$ cat src/rtl/decoded_inst_queue.sv
//------------------------------------------------------------------------------
// decoded_inst_queue
//
// In-order buffer between the format-specific instruction decoders and the
// rename/dispatch stage. Decoded instructions are written once per cycle when
// the decoders present them and are offered to the consumer in arrival order
// with first-word-fall-through timing. The payload is never inspected.
//
// The decoders register their output, so one more instruction can arrive
// after they see stall_o. stall_o therefore asserts while SKID slots are
// still free. It is registered from the next-cycle occupancy.
//
// Optional build feature:
//   DECODE_QUEUE_HWM_EN  adds hwm_o. This is the peak occupancy since the
//                        last reset or flush.
//
// Ports:
//   clock_i     in   1        rising-edge clock
//   reset_i     in   1        asynchronous reset, active low
//   flush_i     in   1        synchronous discard of all entries; beats push/pop
//   enable_i    in   1        decoder output valid (push request)
//   entry_i     in   ENTRY_W  packed decoded instruction
//   stall_o     out  1        to decoders: occupancy >= DEPTH-SKID
//   valid_o     out  1        head entry valid
//   entry_o     out  ENTRY_W  head entry payload, zero when empty
//   ready_i     in   1        consumer takes the head when valid_o=1
//   count_o     out  PTR_W+1  occupancy, 0..DEPTH
//   overflow_o  out  1        sticky: push dropped because queue was full
//   hwm_o       out  PTR_W+1  peak occupancy (DECODE_QUEUE_HWM_EN only)
//
// Payload packing, most significant field first:
//   opcode(12) address(64) funcUnit(3) majId(64) minId(5) numMicroOps(5)
//   is64Bit(1) pid(20) tid(16) op1rw(2) op2rw(2) op1isReg op2isReg
//   immIsExtended immIsShifted modifiesCR (1 each) body(26)  = 225 bits
//------------------------------------------------------------------------------
module decoded_inst_queue #(
   parameter int DEPTH   = 8,
   parameter int PTR_W   = 3,
   parameter int SKID    = 2,
   parameter int ENTRY_W = 225
) (
   input  logic               clock_i,
   input  logic               reset_i,
   input  logic               flush_i,
   input  logic               enable_i,
   input  logic [ENTRY_W-1:0] entry_i,
   output logic               stall_o,
   output logic               valid_o,
   output logic [ENTRY_W-1:0] entry_o,
   input  logic               ready_i,
   output logic [PTR_W:0]     count_o,
   output logic               overflow_o
`ifdef DECODE_QUEUE_HWM_EN
   ,
   output logic [PTR_W:0]     hwm_o
`endif
);

   // Occupancy thresholds, sized to the counter so compares are width-exact.
   localparam logic [PTR_W:0]   CNT_FULL  = (PTR_W+1)'(DEPTH);
   localparam logic [PTR_W:0]   CNT_STALL = (PTR_W+1)'(DEPTH - SKID);
   localparam logic [PTR_W:0]   CNT_ONE   = (PTR_W+1)'(1);
   localparam logic [PTR_W-1:0] PTR_ONE   = (PTR_W)'(1);

   logic [ENTRY_W-1:0] mem_q [DEPTH];

   logic [PTR_W-1:0] wr_ptr_q, wr_ptr_d;
   logic [PTR_W-1:0] rd_ptr_q, rd_ptr_d;
   logic [PTR_W:0]   count_q,  count_d;
   logic             valid_q,  valid_d;
   logic             stall_q,  stall_d;
   logic             overflow_q, overflow_d;

   logic full;
   logic pop;
   logic push_ok;

   //---------------------------------------------------------------------------
   // Next-state logic
   //---------------------------------------------------------------------------
   always_comb begin
      // NOTE: every signal assigned here gets a default first, so no path can
      // leave one unassigned and infer a latch.
      wr_ptr_d   = wr_ptr_q;
      rd_ptr_d   = rd_ptr_q;
      count_d    = count_q;
      overflow_d = overflow_q;

      full    = (count_q == CNT_FULL);
      pop     = valid_q & ready_i;
      // A pop in the same cycle frees a slot, so a push into a full queue is
      // still accepted then.
      push_ok = enable_i & (~full | pop);

      if (flush_i) begin
         wr_ptr_d   = '0;
         rd_ptr_d   = '0;
         count_d    = '0;
         overflow_d = 1'b0;
      end else begin
         // The pointers are exactly log2(DEPTH) wide, so they wrap naturally.
         if (push_ok) wr_ptr_d = wr_ptr_q + PTR_ONE;
         if (pop)     rd_ptr_d = rd_ptr_q + PTR_ONE;

         unique case ({push_ok, pop})
            2'b10:   count_d = count_q + CNT_ONE;
            2'b01:   count_d = count_q - CNT_ONE;
            default: count_d = count_q;
         endcase

         if (enable_i && full && !pop) overflow_d = 1'b1;
      end

      // These flags are registered from the next count. They then line up
      // with count_o on the same edge.
      valid_d = (count_d != '0);
      stall_d = (count_d >= CNT_STALL);
   end

   //---------------------------------------------------------------------------
   // Control state
   //---------------------------------------------------------------------------
   always_ff @(posedge clock_i or negedge reset_i) begin
      // NOTE: sequential state uses non-blocking assignments only, so every
      // register samples the values from before the edge.
      if (!reset_i) begin
         wr_ptr_q   <= '0;
         rd_ptr_q   <= '0;
         count_q    <= '0;
         valid_q    <= 1'b0;
         stall_q    <= 1'b0;
         overflow_q <= 1'b0;
      end else begin
         wr_ptr_q   <= wr_ptr_d;
         rd_ptr_q   <= rd_ptr_d;
         count_q    <= count_d;
         valid_q    <= valid_d;
         stall_q    <= stall_d;
         overflow_q <= overflow_d;
      end
   end

   //---------------------------------------------------------------------------
   // Payload storage
   //---------------------------------------------------------------------------
   // NOTE: the storage array has no reset. valid_q gates every read, so stale
   // contents are never visible, and the array can map to plain RAM/flops
   // without reset wiring.
   always_ff @(posedge clock_i) begin
      if (push_ok && !flush_i) mem_q[wr_ptr_q] <= entry_i;
   end

   // Fall-through head. Zero forcing when empty also covers the asynchronous
   // reset, because valid_q clears at once.
   assign entry_o    = valid_q ? mem_q[rd_ptr_q] : '0;
   assign valid_o    = valid_q;
   assign stall_o    = stall_q;
   assign count_o    = count_q;
   assign overflow_o = overflow_q;

`ifdef DECODE_QUEUE_HWM_EN
   //---------------------------------------------------------------------------
   // High-water mark: tracks count_d, so it moves on the same edge as count.
   //---------------------------------------------------------------------------
   logic [PTR_W:0] hwm_q, hwm_d;

   always_comb begin
      hwm_d = hwm_q;
      if (flush_i)              hwm_d = '0;
      else if (count_d > hwm_q) hwm_d = count_d;
   end

   always_ff @(posedge clock_i or negedge reset_i) begin
      if (!reset_i) hwm_q <= '0;
      else          hwm_q <= hwm_d;
   end

   assign hwm_o = hwm_q;
`endif

   //---------------------------------------------------------------------------
   // Structural invariants
   //---------------------------------------------------------------------------
   a_count_bound: assert property (@(posedge clock_i) disable iff (!reset_i)
      count_q <= CNT_FULL);
   a_valid_tracks_count: assert property (@(posedge clock_i) disable iff (!reset_i)
      valid_q == (count_q != '0));

endmodule

$ cat config.mk
export PLATFORM = sky130hd
export DESIGN_NAME = decoded_inst_queue
export DESIGN_NICKNAME = d
export VERILOG_FILES = /design/src/rtl/decoded_inst_queue.sv
export SDC_FILE = /design/constraint.sdc
export NUM_CORES = 2
export LEC_CHECK = 0
export ABC_AREA = 1
export CORE_ASPECT_RATIO = 1.4
export CORE_MARGIN = 3
export CORE_UTILIZATION = 59
export DETAILED_ROUTE_END_ITERATION = 8
export GPL_ROUTABILITY_DRIVEN = 0
export PLACE_DENSITY = 0.8
export SETUP_SLACK_MARGIN = 0.4
export SLEW_MARGIN = 20
export SYNTH_ARGS = -nofsm -noshare
export SYNTH_HDL_FRONTEND = slang
export SYNTH_SLANG_ARGS = --single-unit
$ cat constraint.sdc
create_clock -name clock_i -period 14.8 [get_ports clock_i]
set_input_delay 2.22 -clock clock_i [delete_from_list [all_inputs] [get_ports clock_i]]
set_output_delay 2.22 -clock clock_i [all_outputs]
set_load 0.01 [all_outputs]
* Word-level counts from Yosys, hierarchy flattened
Memory sizes are Yosys's and may differ from the RTL's.
Cells that the tools add are included.
** Word-level totals
- Bits in registers :: 13
- Bits in writable memories :: 1800
- Input bits :: 230
- Output and inout bits :: 232
- Logic and storage cells :: 39
- Memories kept :: 1
** Operators by class
- $add $sub $neg :: 4
- Order comparisons :: 1
- Equal/unequal tests :: 3
- Muxes and demuxes :: 11
- Bitwise operators :: 4
- Reductions and logical operators :: 9
** Memory list
- mem_q :: depth 8, bits a word 225, read ports 1, clocked after memory_dff 0, wr ports 1, RTL line 65 : logic [ENTRY_W-1:0] mem_q [DEPTH];
** Operator list (number)
- 225-bit 2-to-1 mux :: 1
- 3-bit 2-to-1 mux :: 4
- 4-bit case mux with 2 select lines :: 1
- 3-bit by 1-bit adder with 3-bit output (second input constant) :: 2
- 2-bit nonzero test :: 3
- 4-bit by 1-bit adder with 4-bit output (second input constant) :: 1
- 4-bit == test (second input constant) :: 1
- 4-bit by 3-bit >= comparator with 1-bit output (second input constant) :: 1
- 1-bit 2-to-1 mux :: 4
- 4-bit 2-to-1 mux :: 1
- 4-bit nonzero test :: 1
- 4-bit by 1-bit subtractor with 4-bit output (second input constant) :: 1
- 1-bit logical AND :: 3
- 1-bit bitwise AND :: 2
- 2-bit by 1-bit == test with 1-bit output (second input constant) :: 1
- 2-bit == test (second input constant) :: 1
- 1-bit logical NOT :: 2
- 1-bit NOT :: 1
- 1-bit OR :: 1

* Logic depth before layout (Yosys ltp)
- Depth in word-level cells :: 8
- Mapped depth :: 13
- Depth with buffers taken out :: 13

* Worst setup path before layout
Ideal clock, no wire load.
- Kind :: input port to flip-flop
- Start :: input port ready_i
- End :: memory mem_q[0][0], enable pin
- Library setup time :: 814 ps
- Data arrival time :: 12151 ps
- Data required time :: 13986 ps
- Path slack :: 1834 ps
- Cell stages on the path :: 8
- Path buffers :: 0
- Cells stage by stage :: nand2_1 -> inv_1 -> nor2_1 -> nor2_1 -> nand2_1 -> inv_1 -> nand2_1 -> nor2_1
** Between the ends
- Cells in the longest elaborated chain, start to end :: 6
** RTL lines
- from (decl) :: RTL line 50 : input logic ready_i,
- 1-bit bitwise AND :: RTL line 90 : pop = valid_q & ready_i;
- 1-bit OR :: RTL line 93 : push_ok = enable_i & (~full | pop);
- 1-bit bitwise AND :: RTL line 93
- 1-bit logical AND :: RTL line 150 : if (push_ok && !flush_i) mem_q[wr_ptr_q] <= entry_i;
- 1-bit 2-to-1 mux :: RTL line 150
- 1-bit 2-to-1 mux (not written as such) :: RTL line 150
- to (decl) :: RTL line 65
No other way between the ends.

* Worst setup path in the final report
- Start :: register rd_ptr_q[0]
- End :: output port entry_o[126]
** Between the ends
- Cells in the longest elaborated chain, start to end :: 2
** RTL lines
- from (decl) :: RTL line 68 : logic [PTR_W-1:0] rd_ptr_q, rd_ptr_d;
- from (signal assigned) :: RTL line 135 : rd_ptr_q <= rd_ptr_d;
- memory 8 x 225 bit
- 225-bit 2-to-1 mux :: RTL line 155 : assign entry_o = valid_q ? mem_q[rd_ptr_q] : '0;
- to (decl) :: RTL line 49 : output logic [ENTRY_W-1:0] entry_o,
No other way between the ends.

==> impl_metrics.env <==
export IMPL_first_iter_violations=5041
export IMPL_synth_cell_type_count=25
export IMPL_cts_repair_resized=0
export IMPL_finalSetupTns_ns=0
export IMPL_synthCells=5212
export IMPL_die_area_sq_um=123000
export IMPL_synth_top_area_frac=0.771
export IMPL_dp_hpwl_microns=83600
export IMPL_layout_cells_non_filler=7262
export IMPL_die_w_microns=297
export IMPL_yosys_area_top_type="edfxtp_1"
export IMPL_synth_area_leaders="edfxtp_1 77%, nor2_1 7.2%, o21ai_0 6.9%"
export IMPL_crit_required_ns=12.58
export IMPL_fin_crit_sh=0.552
export IMPL_num_vias=44500
export IMPL_first_global_vias=43900
export IMPL_clkLatencyLatePin_ns=0.79
export IMPL_leakagePower_nw=26.0
export IMPL_cts_tree="yes"
export IMPL_dpl_cell_count=6939
export IMPL_syn_nets=5445
export IMPL_cp_max_fo=90
export IMPL_design_area_sq_um=80800
export IMPL_start_util=0.595
export IMPL_critPathMaxStageDelay_ns=1.14
export IMPL_clock_sinks=1813
export IMPL_drive_above_1_share=0.0537
export IMPL_ys_ff_latch=1813
export IMPL_maxSlewViolCount=0
export IMPL_final_common_cell="edfxtp_1"
export IMPL_ys_seq_area_frac=0.775
export IMPL_root_buffer="clkbuf_16"
export IMPL_grt_max_degree=252
export IMPL_syn_area_sq_um=70100
export IMPL_track_usage=0.266
export IMPL_max_vdd_ir_drop_v=0.000135
export IMPL_grt_pass1_wl_microns=252000
export IMPL_dpl_cell_area_sq_um=75600
export IMPL_syn_to_final_growth_pct=15.3
export IMPL_fin_nets=5752
export IMPL_endpoint_kind="output port"
export IMPL_slew_headroom=0.153
export IMPL_fill_cells=7673
export IMPL_rsz0062_at_grt="no"
export IMPL_syn_mean_instance_area_sq_um=13.5
export IMPL_clockBufferDepth=3
export IMPL_pre_cts_ws_ns=7.63
export IMPL_core_area_sq_um=118000
export IMPL_hold_path_class="reg -> reg"
export IMPL_yosysWarnings=0
export IMPL_path_class="reg -> out"
export IMPL_viasPerCell=6.13
export IMPL_htree_levels=4
export IMPL_ant_nets=0
export IMPL_wl_per_cell_microns=23.0
export IMPL_die_height_microns=414
export IMPL_numCtsBuffers=162
export IMPL_drt_pass1_iter_count=5
export IMPL_power_density_nw_per_um2=159
export IMPL_hold_violations=0
export IMPL_post_cts_buffers=0
export IMPL_layout_common_cells="1800 x edfxtp_1, 1346 x nor2_1, 973 x o21ai_0"
export IMPL_tightest_slew_ns=1.27
export IMPL_grt_overflow=0
export IMPL_antenna_found_initial=34
export IMPL_cp_num_buf_inv=4
export IMPL_period_minus_slack_ns=8.17
export IMPL_setup_ws_ns=6.63
export IMPL_crit_path_top_delay_cell="dfrtp_4"
export IMPL_io_pins=462
export IMPL_drt_total_wl_microns=167000
export IMPL_setup_viol=0
export IMPL_path_delay_family="buffers and inverters"
export IMPL_clock_skew_ns=0.0167
export IMPL_portBuffers=461
export IMPL_cts_hold_buffers=0
export IMPL_crit_chain="buf_4, buf_4, buf_4, o21ai_0, o22ai_1, o21ai_1, a31oi_1, clkdlybuf4s50_1"
export IMPL_cpMostUsedCell="buf_4"
export IMPL_status="complete, no violations"
export IMPL_crit_arrival_ns=5.95
export IMPL_drv_cap=0
export IMPL_path_clk_slew_ns=0.06
export IMPL_fmax_mhz=122
export IMPL_drc=0
export IMPL_start_kind="flip-flop"
export IMPL_num_rows=149
export IMPL_holdWs_ns=0.531
==> layout make-up <==
cell class / instances / area (sq um) / area share
diodes: 31 / 77.6 / 0.000960
multi-input cells: 3002 / 14000 / 0.173
clock buffers: 191 / 4180 / 0.0518
flip-flops and latches: 1813 / 54400 / 0.673
clock inverters: 100 / 917 / 0.0113
inverters: 23 / 118 / 0.00145
well taps: 1585 / 1980 / 0.0245
repair buffers: 517 / 5210 / 0.0644
==> metal layers <==
metal  track usage  up-vias  share of wire
met4         0.112       14          0.030
met2         0.441     2333           0.50
met5             0        -        0.00055
li1              -    20000              -
met3        0.0719      379           0.10
met1         0.335    21900           0.37
==> through the flow <==
| step | util | power, mW |
|---|---|---|
| 3_3_place_gp | 0.642 | 8.77 |
| 3_5_place_dp | 0.642 | 8.85 |
| 6_report | 0.686 | 12.8 |
| 5_1_grt | 0.686 | 13.3 |
| 2_1_floorplan | - | 7.58 |
| 4_1_cts | 0.685 | 12.9 |
==> synth_stat cells <==
cell type / count
inv_2: 2
buf_2: 67
buf_4: 34
a211oi_1: 1
nand4_1: 2
nor2_2: 10
o22ai_1: 225
clkinv_2: 1
a31oi_1: 226
dfrtp_1: 13
nand2_1: 30
a21oi_1: 6
o211ai_1: 1
xor2_1: 1
inv_1: 20
nor2_1: 1354
buf_6: 15
buf_1: 27
clkbuf_1: 228
buf_8: 3
ha_1: 3
o21ai_0: 973
edfxtp_1: 1800
nand3_1: 11
o21ai_1: 159
==> registers in the layout (all words and copies together) (netlist names) <==
| name | flops |
|---|---|
| overflow_o | 1 |
| stall_o | 1 |
| valid_o | 1 |
| rd_ptr_q | 3 |
| wr_ptr_q | 3 |
| mem_q | 1800 |
| count_o | 4 |
==> final timing paths <==
path | startpoint | to | slack, ns | cells past startpoint
setup / recovery | rd_ptr_q[0] | entry_o[126] | 6.63 | 8
hold / removal | overflow_o | overflow_o | 0.53 | 2
setup reg to reg | valid_o | mem_q[7][139] | 9.40 | 11
hold reg to reg | overflow_o | overflow_o | 0.53 | 2
max in group asynchronous | reset_i | rd_ptr_q[0] | 12.52 | 1
min in group asynchronous | reset_i | count_o[1] | 1.82 | 1
==> report_power, final <==
group | internal, mW | switching (mW) | total (mW)
Sequential | 5.77 | 0.0857 | 5.85
Combinational | 1.12 | 1.81 | 2.93
Clock | 2.27 | 1.78 | 4.05
Total | 9.16 | 3.68 | 12.8
==> worst register-to-register path, delay by kind of cell, from the launching register on <==
family / cells / cell delay, ns
flops: 1 / 0.92
buf+inv: 5 / 2.57
simple gates: 6 / 1.49
==> logic make-up after synthesis <==
family,synth area share
buffers and inverters,0.0264
xor gates and xnor gates,0.000125
DFF,0.775
adders and majority gates,0.000535
AOI/OAI and AO/OA,0.122
and+or+nand+nor,0.0759
Power figures use the tool's default switching activity.
